$ cat src/rtl/enable_based_bus_sync_if.sv
// Bus bundle for the enable-based synchronizer: source word + request toggle in,
// captured word, one-cycle valid pulse and transfer count out.
interface enable_based_bus_sync_if #(
  parameter int DATA_WIDTH = 32,
  parameter int CNT_WIDTH  = 8
);
  // Toggle protocol: every level change of i_src_req_toggle announces a new word on
  // i_src_data, held stable from before the change until it has been captured.
  // There is no back-pressure; o_data_valid pulses once per accepted word.
  logic                  i_src_req_toggle;
  logic [DATA_WIDTH-1:0] i_src_data;
  logic [DATA_WIDTH-1:0] o_dest_data;
  logic                  o_data_valid;
  logic [CNT_WIDTH-1:0]  o_xfer_count;

  modport master (
    output i_src_req_toggle,
    output i_src_data,
    input  o_dest_data,
    input  o_data_valid,
    input  o_xfer_count
  );

  modport slave (
    input  i_src_req_toggle,
    input  i_src_data,
    output o_dest_data,
    output o_data_valid,
    output o_xfer_count
  );
endinterface

$ cat src/rtl/enable_based_bus_sync.sv
// Destination side of a toggle-request bus synchronizer: only the toggle is
// synchronized; its edge produces a one-cycle enable that captures the whole bus.
module enable_based_bus_sync #(
  parameter int DATA_WIDTH  = 32,
  parameter int SYNC_STAGES = 2,
  parameter int CNT_WIDTH   = 8
) (
  input logic                    i_clk,
  input logic                    i_rst,
  enable_based_bus_sync_if.slave bus
);

  localparam int ARM_W = $clog2(SYNC_STAGES + 2);
  localparam logic [ARM_W-1:0] ARM_DONE = ARM_W'(SYNC_STAGES + 1);

  logic [SYNC_STAGES-1:0] sync_q, sync_d;
  logic                   prev_q, prev_d;
  logic [ARM_W-1:0]       arm_cnt_q, arm_cnt_d;
  logic [DATA_WIDTH-1:0]  dest_data_q, dest_data_d;
  logic                   data_valid_q, data_valid_d;
  logic [CNT_WIDTH-1:0]   xfer_count_q, xfer_count_d;
  logic                   armed;
  logic                   enable;

  assign armed  = (arm_cnt_q == ARM_DONE);
  assign enable = armed & (sync_q[SYNC_STAGES-1] ^ prev_q);

  always_comb begin
    // Only sync_q[0] sees the asynchronous toggle.
    sync_d = {sync_q[SYNC_STAGES-2:0], bus.i_src_req_toggle};
    // prev tracks the chain even while unarmed so a level present at reset
    // release becomes the baseline instead of a spurious edge.
    prev_d       = sync_q[SYNC_STAGES-1];
    arm_cnt_d    = armed ? arm_cnt_q : arm_cnt_q + 1'b1;
    dest_data_d  = dest_data_q;
    data_valid_d = 1'b0;
    xfer_count_d = xfer_count_q;
    if (enable) begin
      dest_data_d  = bus.i_src_data;
      data_valid_d = 1'b1;
      xfer_count_d = xfer_count_q + 1'b1;
    end
  end

  always_ff @(posedge i_clk) begin
    if (i_rst) begin
      sync_q       <= '0;
      prev_q       <= 1'b0;
      arm_cnt_q    <= '0;
      dest_data_q  <= '0;
      data_valid_q <= 1'b0;
      xfer_count_q <= '0;
    end else begin
      sync_q       <= sync_d;
      prev_q       <= prev_d;
      arm_cnt_q    <= arm_cnt_d;
      dest_data_q  <= dest_data_d;
      data_valid_q <= data_valid_d;
      xfer_count_q <= xfer_count_d;
    end
  end

  assign bus.o_dest_data  = dest_data_q;
  assign bus.o_data_valid = data_valid_q;
  assign bus.o_xfer_count = xfer_count_q;

endmodule

$ cat src/flat_wrapper.sv
// flat-port wrapper written by rule: the top's interface ports become plain ports
module enable_based_bus_sync_flat 
#(
  parameter int DATA_WIDTH  = 32,
  parameter int SYNC_STAGES = 2,
  parameter int CNT_WIDTH   = 8
)
  (i_clk, i_rst, bus_i_src_req_toggle, bus_i_src_data, bus_o_dest_data, bus_o_data_valid, bus_o_xfer_count);
  enable_based_bus_sync_if #(.DATA_WIDTH(DATA_WIDTH), .CNT_WIDTH(CNT_WIDTH)) bus_i ();
  input logic i_clk;
  input logic i_rst;
  input wire logic [$bits(bus_i.i_src_req_toggle)-1:0] bus_i_src_req_toggle;
  input wire logic [$bits(bus_i.i_src_data)-1:0] bus_i_src_data;
  output wire logic [$bits(bus_i.o_dest_data)-1:0] bus_o_dest_data;
  output wire logic [$bits(bus_i.o_data_valid)-1:0] bus_o_data_valid;
  output wire logic [$bits(bus_i.o_xfer_count)-1:0] bus_o_xfer_count;
  assign bus_i.i_src_req_toggle = bus_i_src_req_toggle;
  assign bus_i.i_src_data = bus_i_src_data;
  assign bus_o_dest_data = bus_i.o_dest_data;
  assign bus_o_data_valid = bus_i.o_data_valid;
  assign bus_o_xfer_count = bus_i.o_xfer_count;
  enable_based_bus_sync #(.DATA_WIDTH(DATA_WIDTH), .SYNC_STAGES(SYNC_STAGES), .CNT_WIDTH(CNT_WIDTH)) u_core (.i_clk(i_clk), .i_rst(i_rst), .bus(bus_i));
endmodule
$ cat config.mk
export PLATFORM = sky130hd
export DESIGN_NAME = enable_based_bus_sync_flat
export DESIGN_NICKNAME = d
export VERILOG_FILES = /design/src/rtl/enable_based_bus_sync_if.sv /design/src/rtl/enable_based_bus_sync.sv /design/src/flat_wrapper.sv
export SDC_FILE = /design/constraint.sdc
export NUM_CORES = 1
export LEC_CHECK = 0
export ABC_CLOCK_PERIOD_IN_PS = 1500
export CORE_ASPECT_RATIO = 1.25
export CORE_MARGIN = 10
export CORE_UTILIZATION = 38
export DETAILED_ROUTE_END_ITERATION = 6
export PLACE_DENSITY_LB_ADDON = 0.3
export SETUP_SLACK_MARGIN = 0.3
export SYNTH_ARGS = -nofsm -noshare
export SYNTH_HDL_FRONTEND = slang
export SYNTH_SLANG_ARGS = --single-unit
$ cat constraint.sdc
create_clock -name i_clk -period 1.5 [get_ports i_clk]
set_input_delay 0.375 -clock i_clk [delete_from_list [all_inputs] [get_ports i_clk]]
set_output_delay 0.375 -clock i_clk [all_outputs]
set_load 0.02 [all_outputs]
==> results.ini <==
[critical_path]
cp-startpoint = u_core.arm_cnt_q[1]
crit_fanout = 5
ff2ff_setup_slack_ps = 100
cp.required_ps = 1720
cp.arrival_ps = 1610
path_class = flip-flop to flip-flop
r2r-end = u_core.bus.o_xfer_count[2]
endpoint = u_core.bus.o_xfer_count[2]
r2r_cells = 4
worstReg2RegStart = u_core.arm_cnt_q[1]
crit_path_end_kind = flip-flop
start_kind = flip-flop

[global_routing]
grt_util_met1 = 0.157
grt_max_degree = 42
grt_pass1_vias = 1729
grt_busiest_layer = met2
grt_remaining_overflow = 0
antenna_found_initial = 0
met2_usage = 0.219
grt_util_met3 = 0.0444
grt_pass1_wl_mm = 8.49
grt_usage = 0.135

[synth]
synth_cell_types = 23
ys.flop_type = dfxtp_1
synth_area_um2 = 1770
synth_seq_area_share = 0.519
synth-edff-count = 0
synth-seq-cells = 46
yosys_warnings = 0
async_flop_share = 0
syn_nets = 244
netlist_instances = 207
synth.avg_cell_area_um2 = 8.56

[power]
p_int_mw = 1.79
swShare = 0.249
peakVddDrop_v = 0.000672
power.net_switching_mw = 0.596
power.leakage_nw = 1.05
pwr-share-comb = 0.166
seqPwrFrac = 0.531
clock_power_share = 0.302
power_density_nw_per_um2 = 851

[final_layout]
antennaDiodeCount = 0
drive_gt1_frac = 0.344
syn_to_final_growth_pct = 58.5
fin_nets = 326

[clocking]
cts_sinks = 46
cts_hold_buf = 0
h-tree-depth = 2
tritoncts = built
clockBufferDepth = 2
cts_buffers = 5
path_clk_slew_ps = 80
clk-insertion-delay-late_ps = 290
clock-root-buffer = clkbuf_8

[floorplan]
ios = 76
die_area_um2 = 7820
initial_core_util = 0.398
fp-row-count = 27
die_y_um = 96.4
die_w_um = 81.1
core_um2 = 4460

[timing]
clock_skew_ps = 4.35
period_needed_ps = 1400
period_share = 0.931
slew_viol_final = 0
hold_ws_ps = 345
rsz0062_at_grt = true
tns_ps = 0
worstMarginPinSlew_ps = 393
setup_viol = 0
max-slew-margin-rel = 0.738
max_freq_mhz = 716
finalHoldViolCount = 0
fin_ws_ps = 104

[placement]
pre_cts_slack_ps = 81.8
dp_hpwl_mm = 3.68
gp_congestion = 0.730
port-buffer-count = 75

[drt]
drc = 0
finalWirelength_mm = 5.60
vias = 1830
wire_per_inst_um = 16.2
via_per_inst = 5.29
detail-route-antenna-nets = 0
first_iter_violations = 79
firstDrtPassIters = 4

[status]
status = completed

[worst_hold_path]
min_path_cells = 2
hold_path.class = primary input to flip-flop

[flow_run]
max_cap_violations = 0

==> placed cells by master (no fill, tap or decap), drive strengths merged <==
master	n
a21oi	39
clkdlybuf4s50	33
nand4	4
inv	2
or3	3
o21ai	36
or4	3
nor2	3
nand3	33
clkbuf	7
nor4	1
buf	62
nor2b	4
o31ai	3
xor2	2
nor3	1
ha	2
dfxtp	46
xnor2	1
mux2i	1
nand2	1
mux2	1
==> through the flow <==
step                instance area [um^2]  power (mW)  utilization  cells
finish                              2810        2.39        0.630    346
global route                        2810        2.50        0.630    346
CTS                                 2630        2.38        0.590    342
detailed placement                  2640        1.65        0.593    331
global placement                    2640        1.65        0.593    331
floorplan                           1820        1.48            -    207
==> state kept, by name, summed over array words and instances, names as in the netlist <==
register,count
u_core.arm_cnt_q,2
u_core.bus.o_data_valid,1
u_core.bus.o_xfer_count,8
u_core.bus.o_dest_data,32
u_core.prev_q,1
u_core.sync_q,2
==> synthesized netlist by cell type, drive strengths merged, types with 2 or more instances <==
cell,count,area (um^2)
dfxtp,46,921
nor2,3,11.3
xor2,2,17.5
inv,2,7.51
or3,3,18.8
nand4,4,25.0
a21oi,39,195
nor2b,4,25.0
or4,3,22.5
o31ai,3,22.5
clkbuf,15,56.3
nand3,33,165
ha,2,25.0
buf,6,35.0
o21ai,36,180
==> final cells by class <==
type / instances / area [um^2]
Fill cell: 410 / 1650
Multi-Input combinational cell: 138 / 878
Inverter: 2 / 7.51
Clock buffer: 6 / 82.6
Tap cell: 58 / 72.6
Timing Repair Buffer: 96 / 821
Sequential cell: 46 / 948
==> how the worst min path moves through the flow <==
stage | endpoint | from
5_1_grt | u_core.bus.o_xfer_count[3] | i_rst
2_1_floorplan | u_core.sync_q[1] | u_core.sync_q[0]
3_3_place_gp | u_core.sync_q[1] | u_core.sync_q[0]
3_5_place_dp | u_core.sync_q[1] | u_core.sync_q[0]
6_report | u_core.bus.o_xfer_count[3] | i_rst
4_1_cts | u_core.bus.o_xfer_count[4] | i_rst
==> critical path, cell delays in order (launching register included) <==
cell     delay [ps]
dfxtp_2         360
ha_4            160
inv_1           100
or4_1           560
a21oi_2         150
==> per-layer routing <==
layer | vias up | part of all wire
li1 | 901 | -
met1 | 856 | 0.41
met2 | 65 | 0.50
met3 | 8 | 0.073
met4 | 0 | 0.021
met5 | - | 0
==> logic make-up (layout without fill, tap and decap cells) <==
logic type	after synthesis	count (layout)	share of synthesized area
AND/OR/NAND/NOR	53	53	0.159
multiplexers	2	2	0.0120
adder cells (fa/ha/maj)	2	2	0.0141
XOR/XNOR	3	3	0.0148
flip-flops	46	46	0.519
buffers and inverters	23	104	0.0557
AO/OA/AOI/OAI	78	78	0.224
==> power by group through the flow <==
stage	combinational [mW]	clock [mW]	sequential, mW
2_1_floorplan	0.169	0	1.31
3_5_place_dp	0.354	0	1.30
6_report	0.398	0.723	1.27
4_1_cts	0.361	0.746	1.27
5_1_grt	0.428	0.799	1.27
3_3_place_gp	0.350	0	1.30
==> repair_timing <==
item                       4_1_cts  5_1_grt
setup endpoints to repair       83       62
pin swaps                        6        6
cloned                           0        2
setup buffers                    5        2
resized for setup              183       43
Note: power is estimated with default switching activity, not from simulation.
